`src/rtl/uart_tx_arbiter_if.sv`:
```
// uart_tx_arbiter_if: requester-side byte handshake shared by NUM_REQ producers
//   req_valid : per-requester byte valid
//   req_last  : per-requester end-of-packet flag for the presented byte
//   req_data  : packed bytes, requester i at [i*DATA_W +: DATA_W]
//   req_ready : one-hot accept strobe back to the requesters
interface uart_tx_arbiter_if #(
    parameter int NUM_REQ = 3,
    parameter int DATA_W  = 8
);
    logic [NUM_REQ-1:0]        req_valid;
    logic [NUM_REQ-1:0]        req_last;
    logic [NUM_REQ*DATA_W-1:0] req_data;
    logic [NUM_REQ-1:0]        req_ready;
    modport master (output req_valid, req_last, req_data, input req_ready);
    modport slave  (input req_valid, req_last, req_data, output req_ready);
endinterface

```
`src/rtl/uart_tx_arbiter.sv`:
```
// uart_tx_arbiter: packet-locked round-robin sharing of one UART transmit path
//   CLK, reset   : clock, synchronous active-high reset
//   req          : requester handshake (valid/last/data in, one-hot ready out)
//   byte_ready   : a byte is pending for the transmit controller
//   tx_byte      : load the shift register now
//   tx_data      : registered byte for the shift register
//   busy_tx      : transmit controller busy
//   grant_id     : current or last owner
//   locked       : a packet is in progress
//   err_timeout  : one-cycle pulse when a byte is aborted
module uart_tx_arbiter #(
    parameter int  NUM_REQ      = 3,
    parameter int  DATA_W       = 8,
    parameter int  BUSY_TIMEOUT = 15,
    localparam int IW           = (NUM_REQ > 1) ? $clog2(NUM_REQ) : 1
) (
    input  logic              CLK,
    input  logic              reset,
    uart_tx_arbiter_if.slave  req,
    output logic              byte_ready,
    output logic              tx_byte,
    output logic [DATA_W-1:0] tx_data,
    input  logic              busy_tx,
    output logic [IW-1:0]     grant_id,
    output logic              locked,
    output logic              err_timeout
);
    localparam int            CW      = $clog2(BUSY_TIMEOUT + 1);
    localparam logic [CW-1:0] CNT_MAX = CW'(BUSY_TIMEOUT);
    localparam logic [CW-1:0] CNT_END = CW'(BUSY_TIMEOUT - 1);

    typedef enum logic [1:0] {IDLE, ISSUE, DONE} state_t;

    state_t        state, state_nxt;
    logic [IW-1:0] last_grant, win, cand;
    logic [CW-1:0] cnt;
    logic          last_flag, issue_q, found, grant, timeout;

    // A locked packet only lets its owner back in; otherwise scan from last_grant+1.
    always_comb begin
        win   = grant_id;
        cand  = '0;
        found = locked ? req.req_valid[grant_id] : 1'b0;
        if (!locked)
            for (int i = 1; i <= NUM_REQ; i++) begin
                cand = IW'((int'(last_grant) + i) % NUM_REQ);
                if (!found && req.req_valid[cand]) begin
                    found = 1'b1;
                    win   = cand;
                end
            end
    end

    assign grant   = state == IDLE && !busy_tx && !reset && found;
    // The counter reaches BUSY_TIMEOUT on this edge, so the byte is dropped now.
    assign timeout = state == ISSUE && !busy_tx && cnt == CNT_END;

    always_ff @(posedge CLK) begin
        if (reset) begin
            state      <= IDLE;
            issue_q    <= 1'b0;
            tx_data    <= '0;
            grant_id   <= '0;
            last_grant <= IW'(NUM_REQ - 1);
            last_flag  <= 1'b0;
            locked     <= 1'b0;
            cnt        <= '0;
        end else begin
            state   <= state_nxt;
            issue_q <= state_nxt == ISSUE;
            if (grant) begin
                tx_data    <= req.req_data[win*DATA_W +: DATA_W];
                grant_id   <= win;
                last_grant <= win;
                last_flag  <= req.req_last[win];
                locked     <= 1'b1;
                cnt        <= '0;
            end
            if (state == ISSUE && !busy_tx)
                cnt <= (cnt == CNT_MAX) ? cnt : cnt + 1'b1;
            if (timeout || (state == DONE && !busy_tx && last_flag))
                locked <= 1'b0;
        end
    end

    always_comb begin
        state_nxt = state;
        case (state)
            IDLE:    state_nxt = grant ? ISSUE : IDLE;
            ISSUE:   state_nxt = busy_tx ? DONE : (timeout ? IDLE : ISSUE);
            DONE:    state_nxt = busy_tx ? DONE : IDLE;
            default: state_nxt = IDLE;
        endcase
    end

    always_comb begin
        req.req_ready = grant ? (NUM_REQ'(1) << win) : '0;
        byte_ready    = issue_q;
        tx_byte       = issue_q;
        err_timeout   = timeout;
    end
endmodule

```
`src/flat_wrapper.sv`:
```
// flat-port wrapper written by rule: the top's interface ports become plain ports
module uart_tx_arbiter_flat 
#(
    parameter int  NUM_REQ      = 3,
    parameter int  DATA_W       = 8,
    parameter int  BUSY_TIMEOUT = 15,
    localparam int IW           = (NUM_REQ > 1) ? $clog2(NUM_REQ) : 1
)
  (CLK, reset, byte_ready, tx_byte, tx_data, busy_tx, grant_id, locked, err_timeout, req_req_valid, req_req_last, req_req_data, req_req_ready);
  uart_tx_arbiter_if #(.NUM_REQ(NUM_REQ), .DATA_W(DATA_W)) req_i ();
  input  logic CLK;
  input  logic reset;
  output logic byte_ready;
  output logic tx_byte;
  output logic [DATA_W-1:0] tx_data;
  input  logic busy_tx;
  output logic [IW-1:0] grant_id;
  output logic locked;
  output logic err_timeout;
  input wire logic [$bits(req_i.req_valid)-1:0] req_req_valid;
  input wire logic [$bits(req_i.req_last)-1:0] req_req_last;
  input wire logic [$bits(req_i.req_data)-1:0] req_req_data;
  output wire logic [$bits(req_i.req_ready)-1:0] req_req_ready;
  assign req_i.req_valid = req_req_valid;
  assign req_i.req_last = req_req_last;
  assign req_i.req_data = req_req_data;
  assign req_req_ready = req_i.req_ready;
  uart_tx_arbiter #(.NUM_REQ(NUM_REQ), .DATA_W(DATA_W), .BUSY_TIMEOUT(BUSY_TIMEOUT)) u_core (.CLK(CLK), .reset(reset), .req(req_i), .byte_ready(byte_ready), .tx_byte(tx_byte), .tx_data(tx_data), .busy_tx(busy_tx), .grant_id(grant_id), .locked(locked), .err_timeout(err_timeout));
endmodule
```
`config.mk`:
```
export PLATFORM = sky130hd
export DESIGN_NAME = uart_tx_arbiter_flat
export DESIGN_NICKNAME = d
export VERILOG_FILES = /design/src/rtl/uart_tx_arbiter_if.sv /design/src/rtl/uart_tx_arbiter.sv /design/src/flat_wrapper.sv
export SDC_FILE = /design/constraint.sdc
export NUM_CORES = 1
export LEC_CHECK = 0
export CORE_MARGIN = 2
export CORE_UTILIZATION = 49
export DETAILED_ROUTE_END_ITERATION = 6
export HOLD_SLACK_MARGIN = 0.1
export PLACE_DENSITY_LB_ADDON = 0.3
export SYNTH_ARGS = -nofsm -noshare
export SYNTH_HDL_FRONTEND = slang
export SYNTH_SLANG_ARGS = --single-unit
```
`constraint.sdc`:
```
create_clock -name CLK -period 8.9 [get_ports CLK]
set_input_delay 1.335 -clock CLK [delete_from_list [all_inputs] [get_ports CLK]]
set_output_delay 1.335 -clock CLK [all_outputs]
set_load 0.01 [all_outputs]
```
## After elaboration in Yosys (flattened, before gate mapping)

Index checks and enable logic that the tools add are counted.

- $add $sub $neg: 4
- Div/mod/pow operators: 3
- Order comparisons: 5
- Equal/unequal tests: 6
- Shift operators: 2
- Mux-type cells: 30
- Reduce and logical (&&, ||, !) cells: 20

Operators with widths:

| cell | number |
|---|---|
| modulo 32 x 3 -> 32 bit, second input constant | 3 |
| indexed part select 24 x 6 -> 8 bit | 1 |
| < comparator 2 x 3 -> 1 bit, second input constant | 5 |
| 2-to-1 mux 1 bit | 14 |
| 2-to-1 mux 2 bit | 6 |
| 2-to-1 mux 4 bit | 3 |
| binary-select mux 1 bit (select 2 bit) | 5 |
| logical AND 1 bit | 10 |
| == test 4 bit, second input constant | 2 |
| adder 2 x 2 -> 3 bit, second input constant | 2 |
| one-hot mux 2 bit (3 select lines) | 1 |
| zero test 1 bit | 5 |
| adder 4 x 1 -> 4 bit, second input constant | 1 |
| == test 2 x 1 -> 1 bit, second input constant | 2 |
| adder 2 x 1 -> 3 bit, second input constant | 1 |
| 2-to-1 mux 3 bit | 1 |
| left shift 1 x 2 -> 3 bit, first input constant | 1 |
| == test 2 bit, second input constant | 1 |
| zero test 2 bit | 1 |
| inequality test 2 bit, second input constant | 1 |
| AND reduction 2 bit | 1 |
| nonzero test 2 bit | 1 |
| OR reduction 2 bit | 1 |
| logical OR 1 bit | 1 |

- Register bits: 21
- Word-level logic and storage cells: 78

## Logic depth before layout (Yosys ltp)

- Word-level depth: 19
- Gate-level depth with buffers: 13
- Gate-level depth less buffers: 9

## Worst setup path before layout

OpenSTA, ideal clock, no wires.

- Kind: input to output
- Start point: input req_req_valid[2]
- End point: output req_req_ready[1]
- Arrival time: 2,592 ps
- Required time: 7,565 ps
- Setup slack: 4,973 ps
- Cell stages on the path: 7
- Path buffers: 1
- Cells stage by stage: buf_2 -> mux2i_1 -> nand4_1 -> o21ai_0 -> o32ai_4 -> nand2b_4 -> inv_2

- Cells in the longest elaborated chain, start to end: 17
- Elaborated cells on any way between the ends: 28

Ends and longest elaborated chain:

| element | RTL line | text |
|---|---|---|
| start, declared | flat_wrapper.sv:20 | `input wire logic [$bits(req_i.req_valid)-1:0] req_req_valid;` |
| binary-select mux 1 bit (select 2 bit) | uart_tx_arbiter.sv:43 | `found = locked ? req.req_valid[grant_id] : 1'b0;` |
| 2-to-1 mux 1 bit (not written as such) | uart_tx_arbiter.sv:43 |  |
| 2-to-1 mux 1 bit | uart_tx_arbiter.sv:43 |  |
| zero test 1 bit | uart_tx_arbiter.sv:47 | `if (!found && req.req_valid[cand]) begin` |
| logical AND 1 bit | uart_tx_arbiter.sv:47 |  |
| 2-to-1 mux 1 bit | uart_tx_arbiter.sv:47 |  |
| 2-to-1 mux 1 bit | uart_tx_arbiter.sv:44 | `if (!locked)` |
| zero test 1 bit | uart_tx_arbiter.sv:47 |  |
| logical AND 1 bit | uart_tx_arbiter.sv:47 |  |
| 2-to-1 mux 1 bit | uart_tx_arbiter.sv:47 |  |
| 2-to-1 mux 1 bit | uart_tx_arbiter.sv:44 |  |
| zero test 1 bit | uart_tx_arbiter.sv:47 |  |
| logical AND 1 bit | uart_tx_arbiter.sv:47 |  |
| 2-to-1 mux 2 bit or 2-to-1 mux 1 bit (tied branches) | uart_tx_arbiter.sv:47 |  |
| 2-to-1 mux 2 bit or 2-to-1 mux 1 bit (tied branches) | uart_tx_arbiter.sv:44 |  |
| left shift 1 x 2 -> 3 bit or logical AND 1 bit (tied branches) | uart_tx_arbiter.sv:97, uart_tx_arbiter.sv:54 |  |
| 2-to-1 mux 3 bit (*) | uart_tx_arbiter.sv:97 | `req.req_ready = grant ? (NUM_REQ'(1) << win) : '0;` |
| end, declared | flat_wrapper.sv:23 | `output wire logic [$bits(req_i.req_ready)-1:0] req_req_ready;` |

Every way passes the cells marked *; elsewhere a longest branch is shown, timed or not. The select of a mux whose other input is x is not followed.

## Final worst setup path

- Start point: input req_req_valid[1]
- End point: output req_req_ready[0]

Same word-level chain as after synthesis.

==> metrics <==
status=finished clean; Clock power frac=between 15 and 20%; Hold-fix buffers, CTS=0; clock latency on the worst-skew pair=~260 ps; Buf/Inv on CP=2; final period utilization=60.9%; Post-Syn Instances=219; core footprint=3630 um^2; Vias per Instance=5.95; Die Wd=65.4 um; Net Count, Synth=256; DRT iter0 DRCs=about 120; crit-path max FO=17; WL final=4.46 mm; CP arrival=just over 4000 ps; Post-synth top flop=dfxtp_1; Synth Register Bits=20; # resized after CTS=0; skew final=7.03 ps; Die Footprint=4280 um^2; post-synth cell types=55; mean post-synth cell area=8.44 um^2; Netlist Area Pre-Place=1850 um^2; ANT nets after route=0; mux contribution to synthesized area=7.31%; PwrDens=171 nW/um^2; largest net degree at the start of global routing=21; Internal=about 0.00024 W; compound-gate portion of the synthesized area=around 34%; Worst Hold Depth=2; GR Util All Layers=21.5%; final net count=approximately 290; CTS sink count=20; number of synthesized flops with an enable pin=0; Post-route DRC=0; setup TNS=0 ps; clock-pin slew on the worst setup and hold paths=70 ps; Final Setup Violations=0; maximum buffer depth of the clock tree=2; Max transition margin=53.5%; top post-synthesis cells by area=dfxtp_1, a211oi_2, mux2_4; Cells after DPL=297; sequential share of power=between 20% and 30%; Die Ht=roughly 65 um; area taken by multi-input logic gates=1280 um^2; critical path's largest stage delay=750 ps; area leader, netlist=dfxtp_1; Vias=1,790; CP cell instances=clkdlybuf4s50_1 -> nor2b_1 -> maj3_1 -> nor3_1 -> a21o_1 -> and3_1 -> clkdlybuf4s50_1; max-slew violations=0; WL per Instance=approximately 15 um; top cells by count, synth=dfxtp_1, nand2_1, nor2_1, inv_1; CP startpoint kind=input port; Simple-Gate Fraction of Synth Area=24.0%; Top-Level Pins=50; n_diodes=0; clk root buf=clkbuf_8; placed inst area=2280 um^2; largest family of logic cells by synthesized area=compound AO/OA/AOI/OAI gates; Gate power share=around 53%; 1st-pass router iterations=4; register area=roughly 400 um^2; Switching Fraction=39.1%; most common cell in the netlist=dfxtp_1; final instance area=2330 um^2; Post-CTS Setup Bufs=0; FMAX=0.185 GHz; CTS Buf Count=3; Worst Hold Class=register to register; initial core utilization=50.9%; net switching power=between 0.00015 and 0.0002 W; Slew @ Worst Pin=696 ps; Critical-path top delay cell=clkdlybuf4s50_1; CP Depth=7; worst r2r path cells=8; Final min period=5420 ps; first-pass GRT wire length=7.40 mm; CP Class=input port to primary output; CP Capture Type=primary output; GR Overflow Total=0; Synth top area share=21.7%; critical path's top delay family=buffers and inverters; IO buf count=49; unrepaired setup endpoints after global routing=no; ys async rst share=0%; vias in the first global route=1,703; crit-path most repeated cell=clkdlybuf4s50_1; Pleak=approximately 0.9 nW; row count=22; TritonCTS clock tree=built; Post-Synth XOR/XNOR Area=0.474%; layout cell share with drive strength beyond 1=between 10% and 20%; Layout fillers=335; sequential area share after synthesis=21.7%; initial antenna violation count=0; final hold vios=0; final non-filler cell total=approximately 300; Worst Path Required=7570 ps; H-Tree Depth=1; Layout area overhead=26.2%; area share of fa/ha/maj cells after synthesis=3.25%; DP HPWL=between 3 and 4 mm; maximum vdd drop=~100 uV; YS warnings=0; Placer Congestion=between 0.8 and 0.9; number of max-cap violations=0
-- worst reg2reg max path, delay by kind of cell, from the launching register on --
family	cells	cell delay (ps)
AOI/OAI and AO/OA	5	1530
adders and majority gates	1	730
buffers and inverters	1	100
DFF	1	770
and+or+nand+nor	1	150
-- layout make-up --
| type | count | area share, % |
|---|---|---|
| inverters | 12 | 1.93 |
| clock buffers | 4 | 2.36 |
| flip-flops and latches | 20 | 17.2 |
| repair buffers | 49 | 21.0 |
| multi-input cells | 168 | 55.0 |
| well taps | 48 | 2.57 |
-- cell usage in the layout, fill, tap and decap left out, types with 4 or more instances in the layout --
cell             count
a211oi_1             8
a211oi_2             6
a21o_1               6
a21oi_1              4
a31oi_1             10
and3_1               7
and4_1               5
clkbuf_8             4
clkdlybuf4s50_1     49
dfxtp_1             20
ha_1                 4
inv_1               11
mux2_4               5
mux2i_1              6
nand2_1             17
nand3_1             10
nand3b_1             5
nor2_1              14
nor3_1               4
o21ai_0              6
o21bai_1             7
o221ai_2             4
-- sequential cells by signal, summed over array words and instances (netlist names) --
name,flops
u_core.state,2
u_core.tx_data,8
u_core.cnt,4
u_core.locked,1
u_core.last_flag,1
u_core.grant_id,1
u_core.byte_ready,1
u_core.last_grant,2
-- metal layers --
layer / up-vias / track usage (%) / wire (um) / part of all wire, %
li1: 891 / - / - / -
met1: 849 / 25.9 / 2020 / 45
met2: 46 / 37.5 / 2170 / 49
met3: 4 / 3.77 / 219 / 4.9
met4: 0 / 9.11 / 42 / 0.94
met5: - / 0 / 0 / 0
-- path summary, 6_finish.rpt --
kind,start,slack [ps],end
min reg2reg,u_core.cnt[0],510,u_core.cnt[0]
max reg2reg,u_core.last_grant[0],5510,u_core.tx_data[6]
max,req_req_valid[1],3480,req_req_ready[0]
min,u_core.cnt[0],510,u_core.cnt[0]
-- power groups by stage --
stage	Sequential, W	Combinational, W	Clock, W
global placement	0.000117	0.000208	0
CTS	0.000116	0.000212	0.0000732
floorplan	0.000117	0.000159	0
detailed placement	0.000117	0.000211	0
global route	0.000118	0.000229	0.0000769
finish	0.000116	0.000211	0.0000713
-- metrics by stage --
stage                     hold WS [ps]  util (%)  power, W  setup slack (ps)
after floorplan                    474         -  0.000275              4970
after global placement             494      62.7  0.000326              3550
after detailed placement           502      62.7  0.000328              3490
after CTS                          515      64.2  0.000400              3490
after global routing               550      64.2  0.000424              3290
final                              512      64.2  0.000398              3480
-- kinds of logic (layout without fill, tap and decap cells) --
group / after synthesis / in the layout
AOI/OAI and AO/OA: 71 / 71
xor gates and xnor gates: 1 / 1
adders and majority gates: 5 / 5
buffers and inverters: 31 / 65
DFF: 20 / 20
muxes: 11 / 11
and+or+nand+nor: 80 / 80
(Power assumes the default switching activity.)
